File: src/rtl/dvi_timing_gen.sv
// Raster timing generator for the pixel clock domain: free-running h/v counters
// with registered sync, data-enable, coordinate and frame/line marker outputs.
module dvi_timing_gen #(
  parameter int H_ACTIVE = 800,
  parameter int H_FP     = 40,
  parameter int H_SYNC   = 128,
  parameter int H_BP     = 88,
  parameter int V_ACTIVE = 600,
  parameter int V_FP     = 1,
  parameter int V_SYNC   = 4,
  parameter int V_BP     = 23,
  parameter bit HS_POL   = 1'b1,
  parameter bit VS_POL   = 1'b1,
  parameter int CNT_W    = 12
) (
  input  logic             clkin,
  input  logic             reset,
  input  logic             enable,
  output logic             hsync,
  output logic             vsync,
  output logic             de,
  output logic [CNT_W-1:0] x,
  output logic [CNT_W-1:0] y,
  output logic             line_start,
  output logic             frame_start,
  output logic             vblank
);

  localparam int H_TOTAL = H_ACTIVE + H_FP + H_SYNC + H_BP;
  localparam int V_TOTAL = V_ACTIVE + V_FP + V_SYNC + V_BP;

  localparam logic [CNT_W-1:0] H_LAST   = CNT_W'(H_TOTAL - 1);
  localparam logic [CNT_W-1:0] V_LAST   = CNT_W'(V_TOTAL - 1);
  localparam logic [CNT_W-1:0] H_ACT_C  = CNT_W'(H_ACTIVE);
  localparam logic [CNT_W-1:0] V_ACT_C  = CNT_W'(V_ACTIVE);
  localparam logic [CNT_W-1:0] HS_BEG_C = CNT_W'(H_ACTIVE + H_FP);
  localparam logic [CNT_W-1:0] HS_END_C = CNT_W'(H_ACTIVE + H_FP + H_SYNC);
  localparam logic [CNT_W-1:0] VS_BEG_C = CNT_W'(V_ACTIVE + V_FP);
  localparam logic [CNT_W-1:0] VS_END_C = CNT_W'(V_ACTIVE + V_FP + V_SYNC);

  typedef enum logic {IDLE = 1'b0, RUN = 1'b1} state_t;

  state_t           state_q, state_d;
  logic             adv;
  logic [CNT_W-1:0] h_cnt_q, h_cnt_d, v_cnt_q, v_cnt_d;
  logic             active_h, active_v, hs_reg, vs_reg;

  logic             hsync_q, hsync_d, vsync_q, vsync_d, de_q, de_d;
  logic [CNT_W-1:0] x_q, x_d, y_q, y_d;
  logic             ls_q, ls_d, fs_q, fs_d, vblank_q, vblank_d;

  always_ff @(posedge clkin or negedge reset) begin
    if (!reset) state_q <= IDLE;
    else        state_q <= state_d;
  end

  always_comb begin
    state_d = state_q;
    case (state_q)
      IDLE:    if (enable)  state_d = RUN;
      RUN:     if (!enable) state_d = IDLE;
      default: state_d = IDLE;
    endcase
  end

  // The cycle that enters RUN holds the counters at (0,0); dropping enable
  // clears everything on the very next edge, with no line completion.
  always_comb adv = (state_q == RUN) && enable;

  always_comb begin
    h_cnt_d = h_cnt_q;
    v_cnt_d = v_cnt_q;
    if (!adv) begin
      h_cnt_d = '0;
      v_cnt_d = '0;
    end else if (h_cnt_q == H_LAST) begin
      h_cnt_d = '0;
      v_cnt_d = (v_cnt_q == V_LAST) ? '0 : v_cnt_q + CNT_W'(1);
    end else begin
      h_cnt_d = h_cnt_q + CNT_W'(1);
    end
  end

  always_comb begin
    active_h = h_cnt_q < H_ACT_C;
    active_v = v_cnt_q < V_ACT_C;
    hs_reg   = (h_cnt_q >= HS_BEG_C) && (h_cnt_q < HS_END_C);
    vs_reg   = (v_cnt_q >= VS_BEG_C) && (v_cnt_q < VS_END_C);
  end

  always_comb begin
    hsync_d  = ~HS_POL;
    vsync_d  = ~VS_POL;
    de_d     = 1'b0;
    x_d      = '0;
    y_d      = '0;
    ls_d     = 1'b0;
    fs_d     = 1'b0;
    vblank_d = 1'b1;
    if (adv) begin
      hsync_d  = hs_reg ? HS_POL : ~HS_POL;
      vsync_d  = vs_reg ? VS_POL : ~VS_POL;
      de_d     = active_h && active_v;
      x_d      = de_d ? h_cnt_q : '0;
      y_d      = de_d ? v_cnt_q : '0;
      ls_d     = (h_cnt_q == '0) && active_v;
      fs_d     = (h_cnt_q == '0) && (v_cnt_q == '0);
      vblank_d = ~active_v;
    end
  end

  always_ff @(posedge clkin or negedge reset) begin
    if (!reset) begin
      h_cnt_q  <= '0;
      v_cnt_q  <= '0;
      hsync_q  <= ~HS_POL;
      vsync_q  <= ~VS_POL;
      de_q     <= 1'b0;
      x_q      <= '0;
      y_q      <= '0;
      ls_q     <= 1'b0;
      fs_q     <= 1'b0;
      vblank_q <= 1'b1;
    end else begin
      h_cnt_q  <= h_cnt_d;
      v_cnt_q  <= v_cnt_d;
      hsync_q  <= hsync_d;
      vsync_q  <= vsync_d;
      de_q     <= de_d;
      x_q      <= x_d;
      y_q      <= y_d;
      ls_q     <= ls_d;
      fs_q     <= fs_d;
      vblank_q <= vblank_d;
    end
  end

  assign hsync       = hsync_q;
  assign vsync       = vsync_q;
  assign de          = de_q;
  assign x           = x_q;
  assign y           = y_q;
  assign line_start  = ls_q;
  assign frame_start = fs_q;
  assign vblank      = vblank_q;

endmodule

File: config.mk
export PLATFORM = sky130hd
export DESIGN_NAME = dvi_timing_gen
export DESIGN_NICKNAME = d
export VERILOG_FILES = /design/src/rtl/dvi_timing_gen.sv
export SDC_FILE = /design/constraint.sdc
export NUM_CORES = 1
export LEC_CHECK = 0
export ABC_AREA = 1
export BUFFER_PORTS_ARGS = -buffer_cell sky130_fd_sc_hd__buf_2
export CAP_MARGIN = 20
export CORE_ASPECT_RATIO = 0.6
export CORE_MARGIN = 5
export CORE_UTILIZATION = 44
export DETAILED_ROUTE_END_ITERATION = 8
export SETUP_SLACK_MARGIN = 0.02
export SYNTH_ARGS = -nofsm -noshare
export SYNTH_HDL_FRONTEND = slang
export SYNTH_SLANG_ARGS = --single-unit
File: constraint.sdc
create_clock -name clkin -period 2.6 [get_ports clkin]
set_input_delay 0.26 -clock clkin [delete_from_list [all_inputs] [get_ports clkin]]
set_output_delay 0.26 -clock clkin [all_outputs]
set_load 0.02 [all_outputs]
### Word-level counts from Yosys, hierarchy flattened

Cells that the tools add are included.

* register bits: 55
* input bits: 3

* eq/ne operators: 3
* bitwise operators: 1
* magnitude comparators: 6
* reductions and logical operators: 8
* add/subtract/negate cells: 2
* mux-type cells: 18

Operators with widths (number)
* $mux 12: 9
* $lt 12x10->1 const B: 4
* $add 12x1->12 const B: 2
* $ge 12x10->1 const B: 2
* $logic_not 12->1: 2
* $eq 12x10->1 const B: 1
* $eq 12x11->1 const B: 1
* $mux 1: 9
* $logic_and 1x1->1: 6
* $ne 2x1->1 const B: 1
* $not 1->1: 1

### Depth between registers and ports, before layout

Gate-level depths: netlist (run 1).

* word-level depth: 4
* depth in mapped cells: 10
* mapped depth without buffers: 9

### Worst setup path after synthesis (run 1)

Ideal clock, no wire load.

* kind: register to register
* from: register h_cnt_q[0]
* to: register v_cnt_q[9]
* required time: 2.479 ns
* path slack: 1.211 ns
* path buffers: 1
* cell stages (with the launch flop): 10
* arrival: 1.268 ns
* cell sequence: dfrtp_1 ha_1 nand2_2 nor2_4 nand3_2 nand2_4 inv_4 buf_6 nand2_1 o21ai_1

* cells in the longest elaborated chain, start to end: 2

RTL lines
* from (decl): line 45 `logic [CNT_W-1:0] h_cnt_q, h_cnt_d, v_cnt_q, v_cnt_d;`
* from (signal assigned): line 125 `h_cnt_q <= h_cnt_d;`
* $eq 12x11->1: line 76 `end else if (h_cnt_q == H_LAST) begin`
* $ne 2x1->1 (no source line)
* to (signal assigned): line 126 `v_cnt_q <= v_cnt_d;`
* to (decl): line 45

No other way between the ends.
A chain may end at the register's enable or synchronous reset.

### Final worst setup path (run 1)

* from: register v_cnt_q[0]
* to: register v_cnt_q[1]

* cells in the longest elaborated chain, start to end: 4

RTL lines
* $add 12x1->12 or $eq 12x10->1 (tied branches): line 78 `v_cnt_d = (v_cnt_q == V_LAST) ? '0 : v_cnt_q + CNT_W'(1);`
* $mux 12 (*): line 78
* $mux 12 (*): line 76
* $mux 12 (*): line 73 `if (!adv) begin`

Every way passes the cells marked *; elsewhere a longest branch is shown, timed or not. The select of a mux whose other input is x is not followed.

==> results of run 1 <==
==> layer usage <==
| layer | vias to the layer above | share of wire | track usage |
|---|---|---|---|
| li1 | 1003 | - | - |
| met1 | 912 | 0.56 | 0.258 |
| met2 | 68 | 0.36 | 0.186 |
| met3 | 2 | 0.079 | 0.0353 |
| met4 | 0 | 0.0019 | 0.0249 |
| met5 | - | 0 | 0 |
==> repair_timing <==
action,in CTS,in global routing
buffers inserted,0,0
hold endpoints to repair,13,0
hold buffers,1,0
resized for setup,0,0
==> final cells by class <==
type / count / area [um2] / area share
clock inverter: 3 / 23.8 / 0.00802
inverter: 39 / 154 / 0.0519
clock buffer: 5 / 68.8 / 0.0232
multi-input combinational: 202 / 1060 / 0.358
sequential: 55 / 1380 / 0.465
timing repair buffer: 34 / 178 / 0.0599
tap: 80 / 100 / 0.0338
==> how the worst min path moves through the flow <==
| stage | from | to | slack (ns) | cells after the start |
|---|---|---|---|---|
| after floorplan | reset | de | -0.04 | 0 |
| after global placement | reset | h_cnt_q[9] | 0.18 | 1 |
| after detailed placement | reset | h_cnt_q[9] | 0.17 | 1 |
| after CTS | enable | state_q | 0.08 | 1 |
| after global routing | enable | state_q | 0.07 | 1 |
| final | enable | state_q | 0.08 | 1 |
==> critical path: cells and delay by family (launching register included) <==
family	cells	cell delay (ns)
buffers and inverters	1	0.13
adders and majority gates	1	0.30
and+or+nand+nor	6	0.61
DFF	1	0.47
==> sequential cells by signal, indices dropped and copies added, names as in the netlist <==
register	count
de	1
frame_start	1
h_cnt_q	12
hsync	1
line_start	1
state_q	1
v_cnt_q	12
vblank	1
vsync	1
x	12
y	12
==> per-stage QoR <==
step	hold WS (ns)	utilization	instance area, um2	instances	setup slack (ns)
2_1_floorplan	-0.0356	-	2630	301	1.21
3_3_place_gp	0.180	0.504	2860	409	1.10
3_5_place_dp	0.174	0.504	2860	409	1.06
4_1_cts	0.0763	0.522	2960	418	1.05
5_1_grt	0.0686	0.522	2960	418	0.816
6_report	0.0821	0.522	2960	418	1.05
==> Yosys cell counts (2+ instances only) <==
| cell | number |
|---|---|
| xor2_1 | 5 |
| ha_1 | 6 |
| a21oi_1 | 4 |
| dfrtp_1 | 54 |
| o21ai_2 | 3 |
| nor2_1 | 55 |
| nor2_2 | 2 |
| nand3_1 | 9 |
| nor2_4 | 4 |
| buf_2 | 2 |
| nand2_1 | 64 |
| inv_1 | 30 |
| nor3_2 | 2 |
| nand2_2 | 6 |
| o21ai_0 | 4 |
| nor3_1 | 9 |
| nand4_1 | 11 |
| o21ai_1 | 2 |
| nand3_2 | 3 |
| buf_6 | 2 |
| inv_2 | 7 |
==> power by group through the flow <==
stage                     combinational [mW]  clock (mW)  sequential (mW)
final                                 0.0694       0.472            0.868
after global routing                  0.0804       0.534            0.869
after CTS                             0.0717       0.489            0.868
after detailed placement              0.0705           0            0.885
after global placement                0.0702           0            0.884
after floorplan                       0.0299           0            0.895
==> cell families (layout without fill, tap and decap cells) <==
logic type      after synthesis  in the layout
compound gates               15             15
xor+xnor                      6              6
other cells                   1              4
buf+inv                      44             81
fa+ha+maj                     6              6
flops                        55             55
simple gates                171            171
==> metrics.md, run 1 <==
| Metric | Value |
|---|---|
| Vias in the first global route | `around 1800` |
| Initial Util | `0.462` |
| Ys async rst share | `1.00` |
| Diodes inserted | `0` |
| Syn_area_per_cell | `8.80 um2` |
| Proportion of layout cells with a drive suffix above 1 | `0.222` |
| Cells after synthesis | `roughly 300` |
| Tightest Pin Transition | `0.512 ns` |
| Most used cell, CP | `nand2_1` |
| Io pins | `33` |
| Seq/Total Area, Yosys | `0.525` |
| Most frequent cells in the layout | `nand2_1, nor2_1, dfrtp_1` |
| Largest net degree at the start of global routing | `between 40 and 50` |
| Initial antenna violation count | `0` |
| Clock share of power | `0.335` |
| Wirelength per Cell | `between 10 and 15 um` |
| Residual DRC | `0` |
| CP max stage cell | `dfrtp_1` |
| Die ar. | `7650 um2` |
| Yosys top cell by area | `dfrtp_1` |
| Row cnt | `21` |
| Max IR drop VDD | `~0.0002 V` |
| RSZ-0062 raised after global routing | `no` |
| Max Clk Rate | `0.645 GHz` |
| Die Height | `69.8 um` |
| CTS tree | `done` |
| Std-Cell Core Area | `between 5000 and 6000 um2` |
| Post-DRT Antenna Nets | `0` |
| Yosys cell types | `35` |
| Synth Area in Adders | `0.0286` |
| Synth Flop Type | `dfrtp_1` |
| Top area cells in the synthesized netlist | `dfrtp_1, nand2_1, nor2_1` |
| IO Port Bufs | `32` |
| Worst-Skew Late Latency | `0.30 ns` |
| DR pass1 iterations | `5` |
| Post-synthesis simple-gate area fraction | `0.313` |
| Slowest stage delay, CP | `around 0.47 ns` |
| Relative slew margins | `0.659` |
| Via density | `~4.7` |
| Multiplexer share of the synthesized area | `0` |
| Post-synth EDFFs | `0` |
| Worst R2R Setup Slack | `between 1 and 1.5 ns` |
| Crit path time final | `1.55 ns` |
| Global-route wire length before repair | `roughly 9.2 mm` |
| Xor/xnor share of the synthesized area | `0.0200` |
| Gpl congestion | `0.888` |
| Max Root-Sink Buffers | `2` |
| Crit path cell chain | `ha_1 -> inv_1 -> nor2_1 -> nand3_1 -> nand2_1 -> nor2_1 -> nand2_1 -> nand2_1` |
| Post-Route Setup TNS | `0 ns` |
| Sw frac | `0.237` |
| Largest family of logic cells by synthesized area | `simple AND/OR/NAND/NOR gates` |
| HPWL after DPL | `between 4 and 5 mm` |
| GRT Overall Usage | `0.151` |
| Crit path kind | `reg2reg` |
| Worst Setup EP | `v_cnt_q[1]` |
| Root buf cell | `clkbuf_8` |
| Final hold vios | `0` |
| Clk pin slew, worst setup/hold paths | `approximately 0.10 ns` |
| Area grow syn2layout | `13.0%` |
| Seq cells post-synth | `55` |
| Gr ovfl total | `0` |
| Ys Warns | `0` |
| Clk_skew | `just over 0.009 ns` |
| Routed WL | `5.28 mm` |
| CP Max Fanout | `7` |
| Die width | `110 um` |
| Switch Pwr | `0.333 mW` |
| Seq pwr share | `0.616` |
| Share of the synthesized area in the top cell type | `0.515` |
| Worst Setup Start Kind | `flop` |
| Leading cell type in the layout, fill and taps excluded | `nand2_1` |
| R2r worst-path depth | `8` |
| Leakage power | `around 1.5 nW` |
| Setup crit end kind | `flop` |
| Fill cells | `543` |
| Power Total | `1.41 mW` |
| CP startpoint | `v_cnt_q[0]` |
| Worst min-delay path class | `in2reg` |
| Final setup violation count | `0` |
| Fin crit share | `0.596` |
| Max cap viols | `0` |
| Via count | `1985` |
| Drt first-iter violations | `between 100 and 150` |
| Crit path DAT | `about 1.8 ns` |
| Outcome | `finished, final reports clean` |
| Cts bufs inserted | `5` |
| Worst flop-to-flop path startpoint | `v_cnt_q[0]` |
| Synthesized cell area | `2620 um2` |
| H-tree levels | `2` |
| Power per cell area | `approximately 480 nW/um2` |
| Compound-Gate Fraction of Synth Area | `0.0382` |
| Pint | `about 1.1 mW` |
| Critical R2R Capture | `v_cnt_q[1]` |
| Critical Path RT | `roughly 2.8 ns` |
| Final slew viol count | `0` |
| Logic pwr share | `0.049` |
| Fin nets | `346` |
| Clk sink count | `55` |
No activity file was read; power rests on OpenSTA's default activity.
==> inputs of run 2 (changes only) <==
- PLACE_DENSITY: default -> 0.66
- clock period: 2.6 -> 1.4 ns (I/O delays scaled with it)
==> run 2 against run 1 <==
Effect of this change: the run now ends with negative setup slack left; sequential share of layout area fell by 8.2 points; cell count rose by 12%; non-clock buffer count rose by 49; register-to-register slack got worse by 1.1 ns; critical path type unchanged; largest cell class unchanged.
==> metrics.md, run 2 (synthesis gave the netlist of run 1 again) <==
| Metric | Value |
|---|---|
| Slowest stage delay, CP | `~0.42 ns` |
| Fin nets | `about 400` |
| Vias in the first global route | `between 1500 and 2000` |
| Via count | `about 2300` |
| CP Max Fanout | `6` |
| Worst Setup Start Kind | `flop` |
| Initial antenna violation count | `0` |
| Gr ovfl total | `0` |
| Area grow syn2layout | `37.6%` |
| IO Port Bufs | `32` |
| Crit path time final | `about 1.4 ns` |
| Logic pwr share | `0.073` |
| DR pass1 iterations | `5` |
| Critical Path RT | `1.60 ns` |
| Crit path cell chain | `inv_2 -> nand2_2 -> nor2_4 -> buf_4 -> nand3_2 -> nand2_4 -> buf_4 -> o21ai_0` |
| Post-DRT Antenna Nets | `0` |
| Pint | `around 2.0 mW` |
| Fin crit share | `1.02` |
| Final hold vios | `0` |
| Std-Cell Core Area | `approximately 5700 um2` |
| RSZ-0062 raised after global routing | `yes` |
| Outcome | `finished, violations left` |
| Setup crit end kind | `flop` |
| Max IR drop VDD | `~0.00039 V` |
| Area of the multi-input gates | `approximately 1200 um2` |
| Leading cell type in the layout, fill and taps excluded | `nand2_1` |
| Crit path kind | `reg2reg` |
| Violated checks | `negative setup slack` |
| Largest net degree at the start of global routing | `56` |
| Clk pin slew, worst setup/hold paths | `around 0.10 ns` |
| Min Hold Slack | `0.344 ns` |
| Max Root-Sink Buffers | `2` |
| Placed Instance Area | `3110 um2` |
| PnR worst setup slack | `-0.0338 ns` |
| Wirelength per Cell | `around 14 um` |
| Diodes inserted | `0` |
| Finished Cell Area | `~3600 um2` |
| Residual DRC | `0` |
| Drt first-iter violations | `roughly 170` |
| Leakage power | `1.78 nW` |
| CP max stage cell | `dfrtp_1` |
| Row cnt | `21` |
| Seq pwr share | `0.590` |
| Root buf cell | `clkbuf_8` |
| Most used cell, CP | `buf_4` |
| HPWL after DPL | `~4.5 mm` |
| Initial Util | `0.462` |
| Power per cell area | `around 760 nW/um2` |
| Max Clk Rate | `roughly 0.7 GHz` |
| Register area | `roughly 1400 um2` |
| Gpl congestion | `0.908` |
| Clk sink count | `between 50 and 60` |
| Crit path DAT | `around 1.6 ns` |
| Clock share of power | `0.337` |
| Routed WL | `6.41 mm` |
| Proportion of layout cells with a drive suffix above 1 | `0.433` |
| Clk_skew | `0.00775 ns` |
| H-tree levels | `2` |
| Max cap viols | `0` |
| Die Height | `69.8 um` |
| Switch Pwr | `0.685 mW` |
| Final setup violation count | `8` |
| Most frequent cells in the layout | `nand2_1, dfrtp_1, buf_4` |
| CTS tree | `done` |
| Io pins | `33` |
| Final slew viol count | `0` |
| Fill cells | `about 470` |
| Sw frac | `0.251` |
| GRT Overall Usage | `0.171` |
| Worst min-delay path class | `in2async` |
| Die ar. | `about 7700 um2` |
| DP Worst Slack | `approximately 0.0054 ns` |
| Die width | `~110 um` |
| Post-Route Setup TNS | `-0.126 ns` |
| Global-route wire length before repair | `just over 10 mm` |
| Post-layout util | `0.636` |
| Cts bufs inserted | `5` |
| Via density | `between 4 and 5` |
| Worst-Skew Late Latency | `about 0.32 ns` |
## run 2: cell count changes in the layout (fill, tap and decap cells not counted), moves of 5 or more
cell | before | now
nand2_1 | 64 | 59
nor2_4 | 4 | 16
buf_4 | 1 | 41
buf_6 | 0 | 5
nor2_2 | 2 | 15
nor2_1 | 55 | 30
## run 2: power by group through the flow
stage | combinational (mW) | sequential, mW | clock (mW)
final | 0.198 | 1.61 | 0.920
after global routing | 0.219 | 1.61 | 1.05
after CTS | 0.161 | 1.61 | 0.960
after detailed placement | 0.152 | 1.64 | 0
after global placement | 0.152 | 1.64 | 0
after floorplan | 0.0556 | 1.66 | 0
## run 2: final cells by class
cell class	instances	share of cell area
Clock inverter	3	0.00763
Timing Repair inverter	1	0.00243
Multi-Input combinational cell	202	0.346
Timing Repair Buffer	83	0.169
Sequential cell	55	0.383
Clock buffer	5	0.0191
Tap cell	80	0.0277
Inverter	39	0.0454
## run 2: what timing repair did
| action | 4_1_cts | 5_1_grt |
|---|---|---|
| endpoints found under the setup margin | 13 | 43 |
| setup buffers | 5 | 12 |
| hold buffers | 2 | 0 |
| endpoints found under the hold margin | 55 | 0 |
| gates resized for setup | 1 | 69 |
| pin swaps | 1 | 19 |
| gates cloned | 0 | 2 |
## run 2: worst paths after layout
| kind | start | depth (start not counted) | to | slack (ns) |
|---|---|---|---|---|
| max in group asynchronous | reset | 3 | vblank | 0.78 |
| setup / recovery | h_cnt_q[7] | 8 | v_cnt_q[3] | -0.03 |
| hold reg to reg | h_cnt_q[0] | 2 | h_cnt_q[0] | 0.55 |
| hold / removal | reset | 3 | y[6] | 0.34 |
| setup reg to reg | h_cnt_q[7] | 8 | v_cnt_q[3] | -0.03 |
| min in group clkin | enable | 2 | state_q | 0.49 |
## run 2: through the flow
step	total power, mW	instances
global route	2.88	468
floorplan	1.72	301
CTS	2.73	454
detailed placement	1.79	439
global placement	1.79	439
finish	2.73	468
## run 2: critical path: cells and delay by family (launching register included)
family                 cells  cell delay [ns]
AND/OR/NAND/NOR            4             0.48
flip-flops                 1             0.42
buffers and inverters      3             0.34
AO/OA/AOI/OAI              1             0.08
## run 2: routing by layer
metal	global-route usage	wire (um)	up-vias
met3	0.0428	588	9
li1	-	-	1109
met1	0.288	3250	1064
met4	0.0526	89	0
met2	0.203	2480	101
met5	0	0	-
==> inputs of run 3 (changes only) <==
- PLACE_DENSITY: 0.66 -> 0.63
==> run 3 against run 2 <==
Effect of this change: the flow now finishes without violations; utilization decreased by 0.64 points; register-to-register slack improved by 0.04 ns; via count decreased by 0.39%; final area decreased by 1.0%; global-route usage increased by 0.45 points; combinational power decreased by 4%; sequential share of layout area increased by 0.42 points; critical path depth decreased by 1; cell count increased by 0.64%; worst setup slack improved by 0.040 ns.
==> metrics.md, run 3 (synthesis gave the netlist of run 1 again) <==
| Metric | Value |
|---|---|
| Max Clk Rate | `0.717 GHz` |
| Io pins | `33` |
| Gpl congestion | `about 0.88` |
| Root buf cell | `clkbuf_8` |
| Pint | `2.04 mW` |
| Diodes inserted | `0` |
| Leading cell type in the layout, fill and taps excluded | `nand2_1` |
| Critical Path RT | `approximately 1.7 ns` |
| Global-route wire length before repair | `approximately 10 mm` |
| Proportion of layout cells with a drive suffix above 1 | `0.425` |
| Crit path DAT | `~1.7 ns` |
| CTS tree | `done` |
| Sw frac | `0.259` |
| Vias in the first global route | `roughly 2000` |
| Fin nets | `approximately 400` |
| Post-DRT Antenna Nets | `0` |
| Seq pwr share | `0.585` |
| Final slew viol count | `0` |
| Row cnt | `21` |
| Outcome | `finished, final reports clean` |
| RSZ-0062 raised after global routing | `yes` |
| IO Port Bufs | `32` |
| Clk_skew | `between 0.01 and 0.015 ns` |
| Clock share of power | `0.347` |
| Final setup violation count | `0` |
| Routed WL | `roughly 6.4 mm` |
| Std-Cell Core Area | `approximately 5700 um2` |
| Leakage power | `1.79 nW` |
| Clk sink count | `55` |
| HPWL after DPL | `between 4 and 5 mm` |
| Crit path time final | `approximately 1.4 ns` |
| Worst Setup Start Kind | `flop` |
| Cts bufs inserted | `5` |
| Finished Cell Area | `roughly 3600 um2` |
| DR pass1 iterations | `5` |
| Initial Util | `0.462` |
| Residual DRC | `0` |
| Max Root-Sink Buffers | `2` |
| Worst min-delay path class | `in2reg` |
| Max IR drop VDD | `approximately 0.00048 V` |
| H-tree levels | `2` |
| Worst-Skew Late Latency | `0.33 ns` |
| Final hold vios | `0` |
| Setup crit end kind | `flop` |
| Placed Instance Area | `~3200 um2` |
| Area grow syn2layout | `36.2%` |
| Switch Pwr | `0.714 mW` |
| Via count | `around 2300` |
| Max cap viols | `0` |
| Drt first-iter violations | `approximately 150` |
| Largest net degree at the start of global routing | `56` |
| Clk pin slew, worst setup/hold paths | `roughly 0.11 ns` |
| Gr ovfl total | `0` |
| Initial antenna violation count | `0` |
| Fin crit share | `0.996` |
| Min Hold Slack | `0.202 ns` |
| Power per cell area | `about 770 nW/um2` |
| CP Max Fanout | `5` |
| Die Height | `69.8 um` |
| GRT Overall Usage | `0.175` |
| Most frequent cells in the layout | `nand2_1, dfrtp_1, buf_4` |
| Logic pwr share | `0.069` |
| Wirelength per Cell | `13.6 um` |
| Die width | `roughly 110 um` |
| Crit path kind | `reg2reg` |
| Die ar. | `between 7000 and 8000 um2` |
| Via density | `~4.8` |
run 3: cell count changes in the layout (fill, tap and decap cells not counted), sizes merged:
cell    previous run  this run
buf               80        85
inv               40        39
clkbuf             6         5
run 3: path summary, 6_finish.rpt:
| check | startpoint | to | slack (ns) | depth (start not counted) |
|---|---|---|---|---|
| worst max-delay path | h_cnt_q[0] | v_cnt_q[7] | 0.006 | 7 |
| worst max register to register | h_cnt_q[0] | v_cnt_q[7] | 0.006 | 7 |
| max in group asynchronous | reset | vblank | 0.78 | 3 |
| min in group asynchronous | reset | h_cnt_q[9] | 0.31 | 3 |
| worst min-delay path | enable | h_cnt_q[7] | 0.20 | 4 |
| worst min register to register | h_cnt_q[6] | x[6] | 0.55 | 2 |
run 3: cell type report:
class,instances,area [um2]
clock buffers,5,68.8
clock inverters,3,27.5
fillers,481,2100
inverters,39,161
multi-input cells,202,1210
flip-flops and latches,55,1380
well taps,80,100
repair buffers,87,624
run 3: worst max-delay path, stage by stage (launching register included):
cell	delay, ns
dfrtp_1	0.42
ha_4	0.17
nand2_4	0.06
nor2_4	0.16
nand2_2	0.09
nor2_4	0.16
nand3_4	0.14
o21ai_1	0.14
run 3: metrics by stage:
step	setup slack, ns	instances	total power, mW	setup TNS (ns)	utilization
floorplan	0.0289	301	1.72	0	-
global placement	0.0603	449	1.80	0	0.559
detailed placement	0.0170	449	1.80	0	0.559
CTS	0.0139	463	2.75	0	0.586
global route	-0.0807	471	2.88	-1.30	0.629
finish	0.00624	471	2.76	0	0.629
run 3: what timing repair did:
item / 4_1_cts / 5_1_grt
pin swaps: 0 / 10
endpoints found under the hold margin: 55 / 0
resized for setup: 2 / 58
endpoints found under the setup margin: 7 / 41
hold buffers: 2 / 0
setup buffers: 4 / 8
gates cloned: 0 / 0
run 3: per-layer routing:
metal / GRT usage / share of wire / vias to the layer above / routed length [um]
met5: 0 / 0 / - / 0
met2: 0.216 / 0.39 / 69 / 2490
met1: 0.295 / 0.53 / 1091 / 3410
met3: 0.0474 / 0.076 / 6 / 485
li1: - / - / 1108 / -
met4: 0.0332 / 0.0059 / 0 / 38
run 3: power groups by stage:
stage | clock network, mW | logic, mW | registers [mW]
5_1_grt | 1.06 | 0.212 | 1.61
6_report | 0.956 | 0.190 | 1.61
2_1_floorplan | 0 | 0.0556 | 1.66
3_3_place_gp | 0 | 0.155 | 1.64
3_5_place_dp | 0 | 0.156 | 1.64
4_1_cts | 0.980 | 0.163 | 1.61
